## src/rtl/gpioemu_host.sv

```systemverilog
// gpioemu_host: bus initiator for the gpioemu multiply/popcount peripheral.
// Takes one operand pair per command and runs these steps on the strobe bus:
// write A1, write A2, write start, poll status, read W, optional read L.
// It then returns the result in a one-cycle pulse.
// Build option: define GPIOEMU_HOST_ONES_EN to add the L (ones count) read;
// without it res_ones is tied to zero and 0x0398 is never addressed.
//
// state   | meaning
// --------+-----------------------------------------------
// IDLE    | waiting for a command, cmd_ready high
// WR_A1   | bus write of operand 1 to 0x0380
// WR_A2   | bus write of operand 2 to 0x0388
// WR_GO   | bus write of zero to 0x03A0 (start)
// POLL    | bus reads of status at 0x03A0 until done or limit
// RD_W    | bus read of the product at 0x0390
// RD_L    | bus read of the ones count at 0x0398
// RESP    | one-cycle result strobe
module gpioemu_host #(
   parameter int STROBE_CYCLES = 2,
   parameter int POLL_LIMIT    = 255
) (
   input  logic        clk,
   input  logic        n_reset,
   input  logic        cmd_valid,
   output logic        cmd_ready,
   input  logic [23:0] cmd_a1,
   input  logic [23:0] cmd_a2,
   output logic        res_valid,
   output logic [31:0] res_w,
   output logic [23:0] res_ones,
   output logic        res_ovf,
   output logic        res_timeout,
   output logic        busy,
   output logic [15:0] saddress,
   output logic        srd,
   output logic        swr,
   output logic [31:0] bus_wdata,
   input  logic [31:0] bus_rdata
);

   typedef enum logic [2:0] {
      S_IDLE, S_WR_A1, S_WR_A2, S_WR_GO, S_POLL, S_RD_W, S_RD_L, S_RESP
   } state_t;

   // Phase down-counter: PH_TOP = SETUP, PH_STB..1 = STROBE, 0 = HOLD.
   localparam logic [4:0]  PH_TOP   = 5'(STROBE_CYCLES + 1);
   localparam logic [4:0]  PH_STB   = 5'(STROBE_CYCLES);
   localparam logic [15:0] POLL_MAX = 16'(POLL_LIMIT);

   localparam logic [15:0] ADDR_A1 = 16'h0380;
   localparam logic [15:0] ADDR_A2 = 16'h0388;
   localparam logic [15:0] ADDR_GO = 16'h03A0;
   localparam logic [15:0] ADDR_W  = 16'h0390;
   localparam logic [15:0] ADDR_L  = 16'h0398;

   state_t      state_q, state_d;
   logic [4:0]  ph_q, ph_d;
   logic [15:0] poll_q, poll_d;
   logic [15:0] poll_inc;
   logic [23:0] a1_q, a1_d;
   logic [23:0] a2_q, a2_d;
   logic [31:0] w_q, w_d;
   logic        ovf_q, ovf_d;
   logic        to_q, to_d;
   logic [15:0] addr_q, addr_d;
   logic [31:0] wdata_q, wdata_d;
   logic        srd_q, srd_d;
   logic        swr_q, swr_d;
   logic        in_stb;
`ifdef GPIOEMU_HOST_ONES_EN
   logic [23:0] ones_q, ones_d;
`endif

   assign poll_inc = poll_q + 16'd1;

   // Next-state sequencing and registered bus pin values for the next cycle.
   always_comb begin
      state_d = state_q;
      ph_d    = ph_q;
      poll_d  = poll_q;
      a1_d    = a1_q;
      a2_d    = a2_q;
      w_d     = w_q;
      ovf_d   = ovf_q;
      to_d    = to_q;
      addr_d  = addr_q;
      wdata_d = wdata_q;
      srd_d   = 1'b0;
      swr_d   = 1'b0;
`ifdef GPIOEMU_HOST_ONES_EN
      ones_d  = ones_q;
`endif

      case (state_q)
         S_IDLE: begin
            if (cmd_valid) begin
               state_d = S_WR_A1;
               ph_d    = PH_TOP;
               a1_d    = cmd_a1;
               a2_d    = cmd_a2;
               poll_d  = '0;
               w_d     = '0;
               ovf_d   = 1'b0;
               to_d    = 1'b0;
`ifdef GPIOEMU_HOST_ONES_EN
               ones_d  = '0;
`endif
            end
         end
         S_RESP: state_d = S_IDLE;
         default: begin
            if (ph_q != 5'd0) begin
               ph_d = ph_q - 5'd1;
            end else begin
               // End of HOLD: read data is sampled here, next transaction starts.
               ph_d = PH_TOP;
               case (state_q)
                  S_WR_A1: state_d = S_WR_A2;
                  S_WR_A2: state_d = S_WR_GO;
                  S_WR_GO: state_d = S_POLL;
                  S_POLL: begin
                     if (bus_rdata[1]) begin
                        ovf_d   = ~bus_rdata[0];
                        state_d = S_RD_W;
                     end else begin
                        poll_d = poll_inc;
                        if (poll_inc == POLL_MAX) begin
                           to_d    = 1'b1;
                           state_d = S_RESP;
                        end
                     end
                  end
                  S_RD_W: begin
                     w_d = bus_rdata;
`ifdef GPIOEMU_HOST_ONES_EN
                     state_d = S_RD_L;
`else
                     state_d = S_RESP;
`endif
                  end
                  S_RD_L: begin
`ifdef GPIOEMU_HOST_ONES_EN
                     ones_d = bus_rdata[23:0];
`endif
                     state_d = S_RESP;
                  end
                  default: state_d = S_IDLE;
               endcase
            end
         end
      endcase

      in_stb = (ph_d != 5'd0) && (ph_d <= PH_STB);

      // Address and write data are set when a transaction's SETUP begins and
      // are held otherwise, so saddress keeps its last value between commands.
      case (state_d)
         S_WR_A1: begin addr_d = ADDR_A1; wdata_d = {8'h00, a1_d}; swr_d = in_stb; end
         S_WR_A2: begin addr_d = ADDR_A2; wdata_d = {8'h00, a2_d}; swr_d = in_stb; end
         S_WR_GO: begin addr_d = ADDR_GO; wdata_d = '0;            swr_d = in_stb; end
         S_POLL:  begin addr_d = ADDR_GO; wdata_d = '0;            srd_d = in_stb; end
         S_RD_W:  begin addr_d = ADDR_W;  wdata_d = '0;            srd_d = in_stb; end
         S_RD_L:  begin addr_d = ADDR_L;  wdata_d = '0;            srd_d = in_stb; end
         default: ;
      endcase
   end

   // State and datapath registers with synchronous active-low reset.
   always_ff @(posedge clk) begin
      if (!n_reset) begin
         state_q <= S_IDLE;
         ph_q    <= '0;
         poll_q  <= '0;
         a1_q    <= '0;
         a2_q    <= '0;
         w_q     <= '0;
         ovf_q   <= 1'b0;
         to_q    <= 1'b0;
         addr_q  <= '0;
         wdata_q <= '0;
         srd_q   <= 1'b0;
         swr_q   <= 1'b0;
`ifdef GPIOEMU_HOST_ONES_EN
         ones_q  <= '0;
`endif
      end else begin
         state_q <= state_d;
         ph_q    <= ph_d;
         poll_q  <= poll_d;
         a1_q    <= a1_d;
         a2_q    <= a2_d;
         w_q     <= w_d;
         ovf_q   <= ovf_d;
         to_q    <= to_d;
         addr_q  <= addr_d;
         wdata_q <= wdata_d;
         srd_q   <= srd_d;
         swr_q   <= swr_d;
`ifdef GPIOEMU_HOST_ONES_EN
         ones_q  <= ones_d;
`endif
      end
   end

   assign cmd_ready   = (state_q == S_IDLE);
   assign busy        = ~cmd_ready;
   assign res_valid   = (state_q == S_RESP);
   assign res_w       = w_q;
   assign res_ovf     = ovf_q;
   assign res_timeout = to_q;
   assign saddress    = addr_q;
   assign srd         = srd_q;
   assign swr         = swr_q;
   assign bus_wdata   = wdata_q;
`ifdef GPIOEMU_HOST_ONES_EN
   assign res_ones    = ones_q;
`else
   assign res_ones    = '0;
`endif

endmodule

```

## config.mk

```make
export PLATFORM = sky130hd
export DESIGN_NAME = gpioemu_host
export DESIGN_NICKNAME = d
export VERILOG_FILES = /design/src/rtl/gpioemu_host.sv
export SDC_FILE = /design/constraint.sdc
export NUM_CORES = 1
export LEC_CHECK = 0
export CORE_MARGIN = 3
export CORE_UTILIZATION = 40
export CTS_CLUSTER_SIZE = 12
export DETAILED_ROUTE_END_ITERATION = 16
export PLACE_DENSITY = 0.7
export REMOVE_ABC_BUFFERS = 1
export SLEW_MARGIN = 20
export SYNTH_ARGS = -nofsm -noshare
export SYNTH_HDL_FRONTEND = slang
export SYNTH_SLANG_ARGS = --single-unit
```

## constraint.sdc

```tcl
create_clock -name clk -period 3.1 [get_ports clk]
set_input_delay 0.465 -clock clk [delete_from_list [all_inputs] [get_ports clk]]
set_output_delay 0.465 -clock clk [all_outputs]
set_load 0.01 [all_outputs]
```

Word-level counts from Yosys, hierarchy flattened
Cells that the tools add are included.
Widths: inputs -> output; s select.
- bits in registers: 156
- latch bits: 0
- memory bits (writable): 0
- memory bits (read-only): 0
- input port bits: 83
- output and inout bits: 111
- logic and storage cells: 90
- memories: 0
- add/sub/neg operators: 2
- $mul: 0
- divide/modulo/power cells: 0
- order comparisons: 1
- equal/unequal tests: 17
- shift operators: 0
- multiplexer cells: 34
- bitwise gates (word level): 3
- reduce and logical (&&, ||, !) cells: 21
- operators with widths (operator ; number):
    $mux 24 ; 4
    $mux 32 ; 3
    $pmux 32 s3 ; 1
    $pmux 16 s5 ; 1
    $mux 16 ; 4
    $pmux 32 s2 ; 1
    $pmux 16 s2 ; 1
    $eq 3x3->1 const B ; 7
    $add 16x1->16 const B ; 1
    $eq 16x8->1 const B ; 1
    $pmux 3 s5 ; 1
    $reduce_bool 5->1 ; 3
    $eq 3x2->1 const B ; 4
    $mux 3 ; 4
    $mux 5 ; 2
    $pmux 5 s2 ; 1
    $reduce_and 5->1 ; 2
    $mux 1 ; 8
    $reduce_bool 2->1 ; 4
    $eq 3x1->1 const B ; 2
    $ne 2x2->1 const B ; 3
    $pmux 3 s2 ; 1
    $reduce_and 6->1 ; 1
    $reduce_or 3->1 ; 2
    other kinds (11) ; 16

Depth between registers and ports, before layout
Gate-level depths: netlist of run 1.
- word-level depth: 10
- gate-level depth with buffers: 10

Least setup slack after synthesis of run 1
OpenSTA, ideal clock, no wires.
- path type: flip-flop to flip-flop
- start point: register poll_q[0]
- end point: register wdata_q[10], in the netlist bus_wdata[10]
- data arrival time: 2.255 ns
- required time: 2.972 ns
- slack: 0.718 ns
- stages on the path, launching flop included: 11
- buffers on the path: 2
- clock period less this slack: 2.382 ns
- cell sequence: dfxtp_1 -> ha_1 -> buf_2 -> a21o_1 -> a311o_1 -> o211ai_1 -> o2111ai_4 -> o21ai_4 -> buf_8 -> mux2i_1 -> nor2_1
- word-level cells in the longest chain between the ends: 10
- elaborated cells on any way between the ends: 16
- ends and longest elaborated chain (what ; RTL line ; source):
    start, declared ; 58 ; logic [15:0] poll_q, poll_d;
    start signal, assigned ; 189 ; poll_q <= poll_d;
    $add 16x1->16 (*) ; 74 ; assign poll_inc = poll_q + 16'd1;
    $eq 16x8->1 (*) ; 127 ; if (poll_inc == POLL_MAX) begin
    $mux 3 (*) ; 127 ;
    $mux 3 (*) ; 122 ; if (bus_rdata[1]) begin
    $pmux 3 s5 (*) ; 117 ; case (state_q)
    $mux 3 (*) ; 112 ; if (ph_q != 5'd0) begin
    $pmux 3 s2 (*) ; 94 ; case (state_q)
    $eq 3x2->1 or $eq 3x3->1 (tied branches) ; 157 ; case (state_d)
    $reduce_or 4->1 (no line) ; - ;
    $pmux 32 s3 or $reduce_bool 3->1 (tied branches) ; - ;
    end signal, assigned ; 196 ; wdata_q <= wdata_d;
    end, declared ; 66 ; logic [31:0] wdata_q, wdata_d;
Every way passes the cells marked *; elsewhere a longest branch is shown, timed or not. The select of a mux whose other input is x is not followed.
A chain may end at the register's enable or synchronous reset.

Final worst setup path of run 1
- start point: register poll_q[0]
- end point: register wdata_q[23], in the netlist bus_wdata[23]
The elaborated chain is that of the path after synthesis.

==> metrics.md, run 1 <==
| Metric | Value |
|---|---|
| Die width | between 100 and 150 µm |
| Max-Cap Viols | 0 |
| Ys Warns | 0 |
| R2R setup slack | 0.33 ns |
| WL final | 15800 µm |
| Pint | 0.00355 W |
| Crit path cell chain | ha_1, xor2_1, nand4_1, nor3_1, o2111ai_4, o21ai_4, mux2i_1, nor2_1 |
| FF-to-FF End | bus_wdata[23]$_SDFFE_PN0P_ |
| Layout cell share with drive strength beyond 1 | 0.0787 |
| Wire length of the first global-routing pass | 24000 µm |
| Hold path cells | 2 |
| # hold bufs at CTS | 0 |
| Clock Path Buffers | 2 |
| Critical Path Max Stage Delay | between 0.5 and 0.6 ns |
| PwrDens | slightly below 600 nW/µm² |
| Final ANT Viol Nets | 0 |
| Core box area | 14900 µm² |
| Syn_area_per_cell | roughly 8.7 µm² |
| Comb pwr share | 0.221 |
| Via count | approximately 5300 |
| Crit path launch type | register |
| Fmax | 362 MHz |
| Num rows | 44 |
| WP data arrival | 3.05 ns |
| Initial core utilization | 0.417 |
| Worst-margin pin slew | 0.733 ns |
| Mapped Area | 6200 µm² |
| CTS tree | done |
| Sink Count | about 140 |
| CTS Buf Count | 17 |
| Outcome | finished clean |
| Violation count after the first detailed-route iteration | 379 |
| Critical path type | register to register |
| Number of setup buffers added after CTS | 0 |
| Final Hold Vio Count | 0 |
| R2R Path Start | poll_q[0]$_SDFFE_PN0P_ |
| Sw Ratio | 0.282 |
| Drt first pass iters | 5 |
| Drc violations | 0 |
| CTS Root Cell | clkbuf_16 |
| Area contributors post-synth | dfxtp_1 (44%), mux2i_1 (12%), nor2_1 (5.9%), buf_4 (5.5%), a21oi_1 (4.4%) |
| Clock slew at reported path FFs | 0.06 ns |
| Worst Path Required | 3.38 ns |
| DR WL/cell | 15.0 µm |
| Crit path time final | 2.77 ns |
| Hold Path End | res_w[9]$_SDFFE_PN0P_ |
| Ys flop type | dfxtp_1 |
| I/O Pins | 194 |
| Final setup vio count | 0 |
| Drt via density | 5.08 |
| Bufs and invs on worst path | 0 |
| Vert. Die Dim | 130 µm |
| Area grow syn2layout | 33.9% |
| Top delay family on crit path | compound AO/OA/AOI/OAI gates |
| P_sw | 0.00140 W |
| Tcrit/Tclk final | 0.892 |
| Rel. slew slack | 0.505 |
| Register area share after synthesis | 0.439 |
| Worst-path maximum fanout | 13 |
| M1 WL | 7110 µm |
| Lkg Pwr | roughly 3.2 nW |
| GPL Wtd Cong | 0.851 |
| Largest net degree at the start of global routing | between 100 and 150 |
| Die area | about 17000 µm² |
| HP Class | register to register |
| Post-CTS Resized | 0 |
| Most instantiated cells after synthesis | dfxtp_1 (136), nor2_1 (97), mux2i_1 (75), nand2_1 (59), a21oi_1 (55) |
| Slowest CP cell | o21ai_4 |
| Most frequent cell after synthesis | dfxtp_1 |
| # nets final | 937 |
| Critical Path End Type | register |
| Asr flop ratio synth | 0 |
| Total GRT Usage | 0.176 |
| Top-area cell type share of the netlist area | 0.439 |
| Post-synthesis register bit count | 136 |
| Total grt overflow | 0 |
| Slew Limit Fails | 0 |
| Wire length on met3 | 948 µm |
| Clk Latency, worst-skew pair | about 0.42 ns |
| Worst R2R Path Depth | 8 |
| HP Start | res_w[9]$_SDFFE_PN0P_ |
| Seq pwr share | 0.395 |
| Post-route design area | between 8000 and 9000 µm² |
| Post-synth top area cell | dfxtp_1 |
| Worst-case vdd ir drop | 0.402 mV |
| Yosys cell types | 60 |
| Clock Power Share | 0.384 |
| Ant. Diodes | 0 |
| H-tree Lvls | 4 |
| Hold slack | 0.464 ns |
| Synth Instances | 714 |
| RSZ-0062 raised after global routing | false |
| Vias in the first global route | 4876 |
| Antenna violations before repair | 0 |
| Setup Skew | roughly 0.0088 ns |
| DP Area | 7720 µm² |
| DPL Wire Length | 10400 µm |
| Port Buffer Count | 151 |
| Top Metal Used | met4 |
| Post-synth EDFFs | 0 |
| Met2 WL | 7430 µm |
worst max path at each step:
stage                                 startpoint                         end  cells after the start
after CTS                 poll_q[0]$_SDFFE_PN0P_  bus_wdata[23]$_SDFFE_PN0P_                      8
after global routing      poll_q[0]$_SDFFE_PN0P_    saddress[5]$_SDFFE_PN0P_                      9
after floorplan            state_q[0]$_SDFF_PN0_      poll_q[3]$_SDFFE_PN0P_                      5
after global placement    poll_q[0]$_SDFFE_PN0P_  bus_wdata[18]$_SDFFE_PN0P_                      8
after detailed placement  poll_q[0]$_SDFFE_PN0P_   bus_wdata[3]$_SDFFE_PN0P_                      8
final                     poll_q[0]$_SDFFE_PN0P_  bus_wdata[23]$_SDFFE_PN0P_                      8
cell families after synthesis:
group | Yosys count | synth area share
flip-flops | 136 | 0.439
adder cells (fa/ha/maj) | 3 | 0.00606
multiplexers | 76 | 0.123
buffers and inverters | 104 | 0.0955
other | 1 | 0.000605
AO/OA/AOI/OAI | 131 | 0.133
AND/OR/NAND/NOR | 257 | 0.194
XOR/XNOR | 6 | 0.00848
sequential cells by signal (all words and copies together), names as in the netlist:
signal,count
a1_q,24
saddress,4
res_ovf,1
bus_wdata,24
res_w,32
swr,1
res_timeout,1
a2_q,24
srd,1
ph_q,5
state_q,3
poll_q,16
routing by layer:
metal,vias up,track usage
li1,2677,-
met1,2449,0.232
met2,179,0.275
met3,17,0.0496
met4,0,0.0678
met5,-,0
cells in the final DEF (no fill, tap or decap), types with 3 or more instances in the layout:
cell type / netlist / routed
o22ai_1: 25 / 24
or3_1: 4 / 4
ha_1: 3 / 3
buf_4: 45 / 17
a31oi_1: 3 / 3
nor2_1: 97 / 96
o211ai_1: 3 / 3
dfxtp_1: 136 / 136
o21ai_1: 3 / 3
mux2i_1: 75 / 75
nand2_1: 59 / 59
a41oi_1: 3 / 3
or2_2: 3 / 3
nand3_1: 40 / 40
clkdlybuf4s50_1: 0 / 151
o21ai_0: 13 / 13
and2_1: 9 / 8
nand4_1: 5 / 5
nor3b_1: 4 / 4
o21a_1: 3 / 3
clkinvlp_4: 0 / 4
clkinv_2: 0 / 5
nor3_1: 15 / 15
conb_1: 1 / 42
a211oi_1: 3 / 3
and4_1: 3 / 3
inv_1: 9 / 9
xor2_1: 4 / 4
a21oi_1: 55 / 54
clkbuf_16: 0 / 17
area by class of cell:
type	instances	area, µm²
Inverter	10	38.8
Sequential cell	136	2720
Tap cell	184	230
Multi-Input combinational cell	516	3070
Clock buffer	21	460
Clock inverter	11	97.6
Fill cell	1327	6570
Timing Repair Buffer	170	1680
per-stage QoR:
step / cells / total power [W] / worst slack [ns] / utilization / TNS [ns]
global placement: 1015 / 0.00307 / 0.137 / 0.520 / 0
CTS: 1047 / 0.00498 / 0.0352 / 0.557 / 0
floorplan: 661 / 0.00261 / -0.532 / - / -25.50
global route: 1048 / 0.00518 / 0.116 / 0.558 / 0
finish: 1048 / 0.00495 / 0.335 / 0.558 / 0
detailed placement: 1015 / 0.00307 / 0.106 / 0.520 / 0
power groups by stage:
stage | registers, W | logic (W) | clock network [W]
4_1_cts | 0.00195 | 0.00109 | 0.00194
6_report | 0.00195 | 0.00109 | 0.00190
5_1_grt | 0.00197 | 0.00120 | 0.00202
2_1_floorplan | 0.00201 | 0.000605 | 0
3_3_place_gp | 0.00199 | 0.00108 | 0
3_5_place_dp | 0.00199 | 0.00109 | 0
tightest hold or removal path: cells and delay by family, from the launching register on:
kind | cells | cell delay [ns]
flops | 1 | 0.31
simple gates | 1 | 0.06
compound gates | 1 | 0.05
No activity file was read; power rests on OpenSTA's default activity.
==> inputs of run 2 (changes only) <==
--- a/config.mk
+++ b/config.mk
@@ -9,6 +9,7 @@
 export CORE_UTILIZATION = 40
 export CTS_CLUSTER_SIZE = 12
 export DETAILED_ROUTE_END_ITERATION = 16
+export GPL_TIMING_DRIVEN = 0
 export PLACE_DENSITY = 0.7
 export REMOVE_ABC_BUFFERS = 1
 export SLEW_MARGIN = 20
==> run 2 against run 1 <==
Clock-buffer cell count shrank 1. Power increased by 2.8%. Worst hold slack hardly changed. Wire length is 2.0% lower. Worst setup slack improved by 0.015 ns.
==> metrics.md, run 2 (synthesis gave the netlist of run 1 again) <==
| Metric | Value |
|---|---|
| Outcome | finished clean |
| Dpl ws | ~0.15 ns |
| Worst R2R Path Depth | 7 |
| WL final | 15500 µm |
| Total grt overflow | 0 |
| Final cell utilization of the core | 0.561 |
| Max reg flops | 32 |
| GPL Wtd Cong | 0.832 |
| Rel. slew slack | 0.396 |
| P_sw | 0.00140 W |
| CTS tree | done |
| H-tree Lvls | 4 |
| Largest net degree at the start of global routing | 75 |
| Port Buffer Count | about 150 |
| M3 GR Usage | 0.0622 |
| Die width | 130 µm |
| Clock slew at reported path FFs | approximately 0.06 ns |
| Final setup vio count | 0 |
| Worst setup path start | state_q[0]$_SDFF_PN0_ |
| Hold slack | ~0.46 ns |
| Final ANT Viol Nets | 0 |
| DPL Wire Length | 10300 µm |
| Worst Path Required | 2.63 ns |
| WP data arrival | around 2.3 ns |
| Critical path endpoint | busy |
| Crit path launch type | register |
| Wire length of the first global-routing pass | 24200 µm |
| DR WL/cell | approximately 15 µm |
| Setup Skew | 0.00601 ns |
| Clock Path Buffers | 2 |
| Lkg Pwr | 3.19 nW |
| Final Worst Setup Slack | 0.350 ns |
| Critical path type | register to output pin |
| # nets final | 926 |
| Pint | 0.00368 W |
| Post-CTS Resized | 0 |
| Antenna violations before repair | 0 |
| Commonest non-fill, non-tap cells in the layout | clkdlybuf4s50_1 (151), dfxtp_1 (136), nor2_1 (96) |
| Worst-case vdd ir drop | 0.481 mV |
| Die area | around 17000 µm² |
| Worst-margin pin slew | 0.900 ns |
| Clk Latency, worst-skew pair | 0.42 ns |
| Core box area | ~15000 µm² |
| Via count | 5298 |
| Met2 global-route usage | 0.279 |
| TNS Setup | 0 ns |
| Vert. Die Dim | 130 µm |
| Drc violations | 0 |
| Initial core utilization | 0.417 |
| Post-route design area | 8340 µm² |
| R2R setup slack | around 0.39 ns |
| Area grow syn2layout | 34.5% |
| Violation count after the first detailed-route iteration | between 300 and 400 |
| Final Hold Vio Count | 0 |
| Commonest non-fill, non-tap cell in the layout | clkdlybuf4s50_1 |
| Sink Count | between 100 and 150 |
| # hold bufs at CTS | 0 |
| Worst-path maximum fanout | 15 |
| Max-Cap Viols | 0 |
| Drt via density | 5.11 |
| Met1 Use GR | 0.230 |
| FF-to-FF End | srd$_SDFF_PN0_ |
| Critical Path End Type | output pin |
| Crit path time final | 2.75 ns |
| I/O Pins | 194 |
| Vias in the first global route | 4818 |
| Seq pwr share | 0.384 |
| PwrDens | 610 nW/µm² |
| Number of setup buffers added after CTS | 0 |
| Sw Ratio | 0.276 |
| Fmax | about 360 MHz |
| Drt first pass iters | 5 |
| HP Class | register to register |
| CTS Root Cell | clkbuf_16 |
| CTS Buf Count | 17 |
| # fillers | roughly 1300 |
| Total GRT Usage | 0.178 |
| Ant. Diodes | 0 |
| Clock Power Share | 0.392 |
| DP Area | 7710 µm² |
| Comb pwr share | 0.224 |
| RSZ-0062 raised after global routing | false |
| Layout cell share with drive strength beyond 1 | 0.0715 |
| Most Crowded Layer GR | met2 |
| R2R Path Start | state_q[0]$_SDFF_PN0_ |
| Slew Limit Fails | 0 |
| Num rows | 44 |
| Tcrit/Tclk final | 0.887 |
==> run 2: per-layer routing <==
metal  part of all wire  up-vias
li1                   -     2657
met1               0.45     2463
met2               0.46      162
met3              0.079       16
met4              0.016        0
met5                  0        -
==> run 2: area by class of cell <==
type                       count  area [µm²]  share of cell area
clock inverter                12         124              0.0149
multi-input combinational    515        3080               0.369
sequential                   136        2720               0.327
tap                          184         230              0.0276
inverter                      10        42.5             0.00510
timing repair buffer         160        1670               0.200
clock buffer                  20         467              0.0560
==> run 2: stage by stage <==
stage / std cells / total power, W
after global placement: 996 / 0.00305
after CTS: 1033 / 0.00513
after global routing: 1037 / 0.00533
after floorplan: 661 / 0.00261
after detailed placement: 1001 / 0.00312
final: 1037 / 0.00508
==> run 2: worst min path at each step <==
stage,depth (start not counted),slack [ns],endpoint,start
2_1_floorplan,1,0.44,poll_q[5]$_SDFFE_PN0P_,poll_q[5]$_SDFFE_PN0P_
3_3_place_gp,2,0.45,res_w[26]$_SDFFE_PN0P_,res_w[26]$_SDFFE_PN0P_
3_5_place_dp,2,0.46,res_w[29]$_SDFFE_PN0P_,res_w[29]$_SDFFE_PN0P_
4_1_cts,2,0.47,res_w[29]$_SDFFE_PN0P_,res_w[29]$_SDFFE_PN0P_
5_1_grt,2,0.48,res_w[21]$_SDFFE_PN0P_,res_w[21]$_SDFFE_PN0P_
6_report,2,0.46,res_w[29]$_SDFFE_PN0P_,res_w[29]$_SDFFE_PN0P_
==> run 2: power groups by stage <==
stage | Combinational, W | Clock, W | Sequential, W
after global routing | 0.00125 | 0.00211 | 0.00197
after detailed placement | 0.00113 | 0 | 0.00199
after CTS | 0.00113 | 0.00204 | 0.00195
after floorplan | 0.000605 | 0 | 0.00201
after global placement | 0.00107 | 0 | 0.00199
final | 0.00114 | 0.00199 | 0.00195
==> run 2: critical path: stages (launching register included) <==
cell and delay (ns):
dfxtp_1 0.48, nor3_1 0.56, inv_1 0.28, clkdlybuf4s50_1 0.55
==> inputs of run 3 (changes only) <==
==> constraint.sdc (replaced) <==
create_clock -name clk -period 3.1 [get_ports clk]
set_input_delay 0.465 -clock clk [delete_from_list [all_inputs] [get_ports clk]]
set_output_delay 0.465 -clock clk [all_outputs]
set_load 0.05 [all_outputs]
==> results of run 3 <==
The final DEF is identical to that of run 2. Status: finished clean.
Main changes from that run: setup slack after layout 0.350 ns -> 0.127 ns; total power 0.00508 W -> 0.00539 W; worst IR drop on VDD 0.481 mV -> 0.511 mV
